--- src/rtl/uart_pkg.sv ---
// Shared UART definitions: receiver state encoding and constants common to uart_tx/uart_rx.
package uart_pkg;

    localparam int UART_DATA_BITS  = 8;
    localparam int UART_MIN_CLKDIV = 7;

    typedef enum logic [2:0] {
        IDLE  = 3'd0,
        START = 3'd1,
        DATA  = 3'd2,
        STOP  = 3'd3,
        BREAK = 3'd4
    } uart_rx_state_t;

endpackage

--- src/rtl/uart_sync.sv ---
// N-flop synchroniser for a single asynchronous input; STAGES must be at least 2.
module uart_sync #(
    parameter int   STAGES    = 2,
    parameter logic RESET_VAL = 1'b1
) (
    input  logic clk_i,
    input  logic rst_i,
    input  logic d_i,
    output logic q_o
);

    logic [STAGES-1:0] sync_q;

    always_ff @(posedge clk_i) begin
        if (rst_i) begin
            sync_q <= {STAGES{RESET_VAL}};
        end else begin
            sync_q <= {sync_q[STAGES-2:0], d_i};
        end
    end

    assign q_o = sync_q[STAGES-1];

endmodule

--- src/rtl/uart_rx.sv ---
// 8N1 (LSB-first) serial receiver with mid-bit sampling, stop-bit check and break handling.
// Valid/ready does not apply: RX_DONE / RX_FERR are single-cycle strobes with no back-pressure.
module uart_rx
    import uart_pkg::*;
#(
    parameter int DATA_BITS = UART_DATA_BITS,
    parameter int CLKDIV_W  = 16
) (
    input  logic                 CLK,
    input  logic                 SRST,
    input  logic [CLKDIV_W-1:0]  CLKDIV,
    input  logic                 RX_SERIAL,
    output logic [DATA_BITS-1:0] RX_DOUT,
    output logic                 RX_DONE,
    output logic                 RX_FERR,
    output logic                 RX_BUSY,
    output logic [2:0]           DBG_STATE
);

    localparam int BIT_W = $clog2(DATA_BITS + 1);

    uart_rx_state_t        state_q, state_d;
    logic [CLKDIV_W-1:0]   cnt_q;
    logic [CLKDIV_W-1:0]   div_q;
    logic [BIT_W-1:0]      bit_q;
    logic [DATA_BITS-1:0]  shreg_q;
    logic [DATA_BITS-1:0]  dout_q;
    logic                  done_q, done_d;
    logic                  ferr_q, ferr_d;
    logic                  busy_q;
    logic                  rx_s;
    logic                  rx_d_q;
    logic [CLKDIV_W-1:0]   evt_n;
    logic                  evt;
    logic                  fall;

    uart_sync #(
        .STAGES    (2),
        .RESET_VAL (1'b1)
    ) u_sync (
        .clk_i (CLK),
        .rst_i (SRST),
        .d_i   (RX_SERIAL),
        .q_o   (rx_s)
    );

    // The start bit is checked half a period in, which centres every later sample.
    assign evt_n = (state_q == START) ? (div_q >> 1) : div_q;
    assign evt   = (cnt_q == evt_n);
    assign fall  = rx_d_q & ~rx_s;

    always_comb begin
        state_d = state_q;
        done_d  = 1'b0;
        ferr_d  = 1'b0;
        case (state_q)
            IDLE: begin
                if (fall) state_d = START;
            end
            START: begin
                if (evt) state_d = rx_s ? IDLE : DATA;
            end
            DATA: begin
                if (evt && (bit_q == BIT_W'(DATA_BITS - 1))) state_d = STOP;
            end
            STOP: begin
                if (evt) begin
                    if (rx_s) begin
                        state_d = IDLE;
                        done_d  = 1'b1;
                    end else begin
                        state_d = BREAK;
                        ferr_d  = 1'b1;
                    end
                end
            end
            BREAK: begin
                if (rx_s) state_d = IDLE;
            end
            default: state_d = IDLE;
        endcase
    end

    always_ff @(posedge CLK) begin
        if (SRST) begin
            state_q <= IDLE;
            cnt_q   <= '0;
            div_q   <= '0;
            bit_q   <= '0;
            shreg_q <= '0;
            dout_q  <= '0;
            done_q  <= 1'b0;
            ferr_q  <= 1'b0;
            busy_q  <= 1'b0;
            rx_d_q  <= 1'b1;
        end else begin
            rx_d_q  <= rx_s;
            state_q <= state_d;
            done_q  <= done_d;
            ferr_q  <= ferr_d;
            busy_q  <= (state_d != IDLE);

            if ((state_d != state_q) || (state_q == IDLE) || (state_q == BREAK) || evt) begin
                cnt_q <= '0;
            end else begin
                cnt_q <= cnt_q + 1'b1;
            end

            // The divisor is frozen per frame so a mid-frame CLKDIV write cannot skew sampling.
            if ((state_q == IDLE) && (state_d == START)) div_q <= CLKDIV;

            if ((state_q == START) && (state_d == DATA)) bit_q <= '0;

            if ((state_q == DATA) && evt) begin
                shreg_q <= {rx_s, shreg_q[DATA_BITS-1:1]};
                bit_q   <= bit_q + 1'b1;
            end

            if (done_d) dout_q <= shreg_q;
        end
    end

    assign RX_DOUT   = dout_q;
    assign RX_DONE   = done_q;
    assign RX_FERR   = ferr_q;
    assign RX_BUSY   = busy_q;
    assign DBG_STATE = state_q;

endmodule

--- config.mk ---
export PLATFORM = sky130hd
export DESIGN_NAME = uart_rx
export DESIGN_NICKNAME = d
export VERILOG_FILES = /design/src/rtl/uart_pkg.sv /design/src/rtl/uart_sync.sv /design/src/rtl/uart_rx.sv
export SDC_FILE = /design/constraint.sdc
export NUM_CORES = 1
export LEC_CHECK = 0
export ABC_CLOCK_PERIOD_IN_PS = 2700
export CAP_MARGIN = 40
export CORE_ASPECT_RATIO = 1.1
export CORE_MARGIN = 2
export CORE_UTILIZATION = 40
export DETAILED_ROUTE_END_ITERATION = 10
export GPL_TIMING_DRIVEN = 0
export PLACE_DENSITY = 0.69
export SETUP_SLACK_MARGIN = 0.3
export SYNTH_ARGS = -nofsm -noshare
export SYNTH_HDL_FRONTEND = slang
export SYNTH_SLANG_ARGS = --single-unit
export TNS_END_PERCENT = 20
--- constraint.sdc ---
create_clock -name CLK -period 2.7 [get_ports CLK]
set_input_delay 0.54 -clock CLK [delete_from_list [all_inputs] [get_ports CLK]]
set_output_delay 0.54 -clock CLK [all_outputs]
set_load 0.005 [all_outputs]
; After elaboration in Yosys (flattened, before gate mapping)
; Cells that the tools add are included.
[op_classes]
add_sub_neg = 2
eq_ne = 9
muxes = 15
bitwise = 4
reduce_logical = 12
[op_table]
columns = cell, count
row1 = $mux W3, 6
row2 = $add A16 B1 Y16 const B, 1
row3 = $eq A16 B16 Y1, 1
row4 = $mux W16, 1
row5 = $pmux W3 S5, 1
row6 = $eq A3 B2 Y1 const B, 3
row7 = $mux W4, 2
row8 = $eq A3 B1 Y1 const B, 2
row9 = $add A4 B1 Y4 const B, 1
row10 = $eq A4 B3 Y1 const B, 1
row11 = $logic_and A1 B1 Y1, 4
row12 = $mux W1, 4
row13 = $eq A3 B3 Y1 const B, 1
row14 = $logic_not A3 Y1, 1
row15 = $logic_or A1 B1 Y1, 3
row16 = $ne A3 B3 Y1, 1
row17 = $not A1 Y1, 3
row18 = $reduce_bool A3 Y1, 1
row19 = $reduce_or A3 Y1, 1
row20 = $mux W2, 1
row21 = $reduce_bool A2 Y1, 1
row22 = $reduce_or A2 Y1, 1
row23 = $and A1 B1 Y1, 1
[word_totals]
reg_bits = 61
input_bits = 19
output_inout_bits = 14
wordCells = 53

; Depth between registers and ports, before layout
[logic_depth]
ltp_word = 11
mapped_depth = 9
ltp_nobuf = 7

; Hierarchy
; A second synthesis with hierarchy kept.
[hier_totals]
hier_cells = 322
hier_area_um2 = 2813.9
[by_module_without_submodules]
columns = mod, instances, cells_per_inst, area_per_inst_um2, seq_area_each_um2
row1 = uart_rx, 1, 318, 2761.4, 1181.1
row2 = uart_sync, 1, 4, 52.6, 40.0

; Worst setup path after synthesis
; OpenSTA, ideal clock, no wires.
[synth_timing]
kind = register -> register
from = register state_q[1] (netlist: DBG_STATE[1])
to = register shreg_q[1]
setup_time_ps = 120
t_arrival_ps = 2300
required_time_ps = 2580
slack_ps = 280
stages_incl_launch_ff = 10
path_buffers = 3
synth_period_minus_slack_ps = 2420
path_cell_list = dfxtp_1 -> buf_6 -> nor3b_2 -> buf_4 -> mux2i_1 -> o22ai_1 -> a2111o_1 -> or4_1 -> buf_6 -> mux2i_1
[synth_between]
elab_chain_len = 4
elab_cells_between_ends = 5
cone_classes = 3 x eq/ne / 1 x mux / 1 x reduce/logical
[synth_rtl]
columns = element, line
row1 = start: declaration, uart_rx.sv:22  ; uart_rx_state_t state_q, state_d;
row2 = start signal: assignment, uart_rx.sv:98  ; state_q <= state_d;
row3 = $eq A3 B1 Y1, uart_rx.sv:48  ; assign evt_n = (state_q == START) ? (div_q >> 1) : div_q;
row4 = $mux W16, uart_rx.sv:48
row5 = $eq A16 B16 Y1, uart_rx.sv:49  ; assign evt = (cnt_q == evt_n);
row6 = $logic_and A1 B1 Y1 *, uart_rx.sv:114  ; if ((state_q == DATA) && evt) begin
row7 = end signal: assignment, uart_rx.sv:115  ; shreg_q <= {rx_s, shreg_q[DATA_BITS-1:1]};
row8 = end: declaration, uart_rx.sv:26  ; logic [DATA_BITS-1:0] shreg_q;
; Every way passes the cells marked *; elsewhere a longest branch is shown, timed or not.
; A chain may end at the register's enable or synchronous reset.

; Final worst setup path
; Same ends and word-level chain as after synthesis.

==> impl_metrics.toml <==
[final_layout]
mostFrequentLayoutCells = "59 x dfxtp_1, 45 x nand2_1, 32 x clkdlybuf4s50_1"
final_area_sq_um = 3780
post-route-util_pct = 53.7
area_growth_pct = 29.3
drive_gt1_share_pct = 14.8
diodes = 0
fill_cells = 648
nets = 409
final_common_cell = "dfxtp_1"
fin_cells = 478

[placement]
io_buffers = 32
dpl.hpwl_mm = 4.83
place_area_sq_um = 3360
place_inst = 453
gp_congestion = 0.936
place_ws_ns = -0.133

[power_and_ir_drop]
swShare_pct = 21.7
p_leak_nw = 1.46
max-vdd-ir-drop_v = 0.000401
p_sw_uw = 473
p_total_mw = 2.18
p_int_mw = 1.71
pwr-share-clk_pct = 49.0
power_density_nw_per_um2 = 577
pwr-share-seq_pct = 42.5
p_comb_share_pct = 8.5

[setup_path]
cp-start-kind = "register"
worstSetupPathType = "register to register"
cp-startpoint = "DBG_STATE[1]$_SDFF_PP0_"
crit_path_max_fanout = 6
cp_slowest_cell = "or4_4"
cp-end-kind = "register"
cp.arrival_ns = 2.82
path_cells = "buf_6 -> nor3b_4 -> buf_4 -> mux2i_2 -> o22ai_2 -> a2111o_1 -> buf_6 -> or4_4 -> clkbuf_16 -> mux2i_1"
timing.rr.start = "DBG_STATE[1]$_SDFF_PP0_"
required_ns = 2.93
critPathMostFrequentCell = "buf_6"
critPathBufInv = 4
cp_top_family = "simple AND/OR/NAND/NOR gates"
cpPeakStageDelay_ns = 0.46

[clock_network]
cts_hold_buf = 0
cts_tree = "yes"
numClockSinks = 61
cts_buffers = 9
cts-root-buf = "clkbuf_8"
cts_buffer_depth = 2
htreeDepth = 3
worstSkewPairLatency_ns = 0.34
path_clk_slew_ns = 0.07

[synth]
syn_inst = 336
ys.flop_type = "dfxtp_1"
ys_warn_count = 0
synth.net_count = 357
synth_cell_types = 52
synth_async_sr_flop_share_pct = 0
ys_ff_latch = 61
syn-cell-area_sq_um = 2920
synth_area_per_cell_sq_um = 8.70
synth-seq-area-share_pct = 41.8
synth_edf_count = 0

[floorplanning]
fp.dieH_um = 93.7
placementRows = 32
core_area_sq_um = 7050
initial_utilization_pct = 41.5
die_w_um = 85.5
dieArea_sq_um = 8010
io_pins = 33

[timing]
finalCritPeriodShare_pct = 95.7
setup_viol = 0
relSlewSlack_pct = 62.6
final-max-slew-violation-count = 0
rsz0062_at_grt = "yes"
hold_violations = 0
fin_ws_ns = 0.117
fin_hold_ws_ns = 0.413
clock_skew_ns = 0.00602
max_freq_ghz = 0.387
fin_setup_tns_ns = 0
worstMarginPinSlew_ns = 0.556
post-route-min-period_ns = 2.58

[route]
vias = 2456
drt_pass1_iterations = 4
ant_nets = 0
wl_per_cell_um = 14.2
viasPerCell = 5.14
wl_mm = 6.79
drc = 0
drtIter0Drc = 188

[worst_hold_path]
hold_class = "register to register"
worstHoldStart = "u_sync.sync_q[0]$_SDFF_PP1_"

[grt]
grt_max_degree = 12
antenna_found_initial = 0
grt_overflow = 0
grt_pass1_vias = 2560
track_usage_pct = 18.1
grt_pass1_wl_mm = 11.5

[run_status]
status = "completed"

[run]
drv_cap = 0
## repair_timing
item | CTS | global route
setup buffers | 1 | 7
setup endpoints to repair | 41 | 41
resized for setup | 5 | 15
pin swaps | 0 | 5
cloned | 0 | 1
## worst reg2reg max path, stage by stage, from the launching register on
cell	delay, ns
dfxtp_2	0.32
buf_6	0.12
nor3b_4	0.22
buf_4	0.15
mux2i_2	0.20
o22ai_2	0.12
a2111o_1	0.44
buf_6	0.14
or4_4	0.46
clkbuf_16	0.19
mux2i_1	0.12
## cells in the mapped netlist (all sizes together), types with 4 or more instances
master  count  share of area [%]
buf         5                1.8
nand4       5                1.1
nor2       27                3.5
xnor2      15                4.5
o22ai       6                1.3
nand2      46                6.0
nor3        4               0.68
a21oi      18                3.2
mux2i      20                6.8
nand3      10                1.7
dfxtp      61                 42
nand2b     22                4.7
and3        7                1.5
inv        17                2.2
clkbuf     14                1.8
xor2       10                3.0
## cell type report
cell class / instances / area, sq um / share of cell area [%]
timing repair buffer: 41 / 409 / 10.8
inverter: 17 / 63.8 / 1.69
clock inverter: 7 / 138 / 3.64
sequential: 61 / 1220 / 32.4
clock buffer: 9 / 124 / 3.28
tap: 85 / 106 / 2.81
buffer: 19 / 123 / 3.24
multi-input combinational: 239 / 1590 / 42.2
## layer usage
metal / track usage (%) / vias to the layer above / share of wire, %
li1: - / 1266 / -
met1: 21.5 / 1115 / 44
met2: 30.4 / 65 / 49
met3: 4.31 / 10 / 6.0
met4: 8.86 / 0 / 1.3
met5: 0 / - / 0
## cells by family after synthesis
family	Yosys count	synth area share, %
xor+xnor	25	7.49
flops	61	41.8
mux	22	7.62
fa+ha+maj	2	0.856
simple gates	141	24.6
compound gates	49	11.9
buf+inv	36	5.78
## power by group through the flow
stage | sequential [mW] | clock (mW) | combinational (mW)
after floorplan | 0.943 | 0 | 0.102
after global placement | 0.947 | 0 | 0.156
after detailed placement | 0.947 | 0 | 0.158
after CTS | 0.927 | 1.08 | 0.167
after global routing | 0.929 | 1.12 | 0.204
final | 0.928 | 1.07 | 0.186
## state kept, by name, summed over array words and instances, names as in the netlist
name           flops
RX_DONE            1
rx_d_q             1
div_q             16
DBG_STATE          3
bit_q              4
cnt_q             16
RX_BUSY            1
shreg_q            8
RX_FERR            1
u_sync.sync_q      2
RX_DOUT            8
## final timing paths
path / endpoint / slack, ns / cells past startpoint
setup / recovery: shreg_q[1]$_SDFFE_PP0P_ / 0.12 / 10
hold / removal: u_sync.sync_q[1]$_SDFF_PP1_ / 0.41 / 1
setup reg to reg: shreg_q[1]$_SDFFE_PP0P_ / 0.12 / 10
hold reg to reg: u_sync.sync_q[1]$_SDFF_PP1_ / 0.41 / 1
Power figures use the tool's default switching activity.
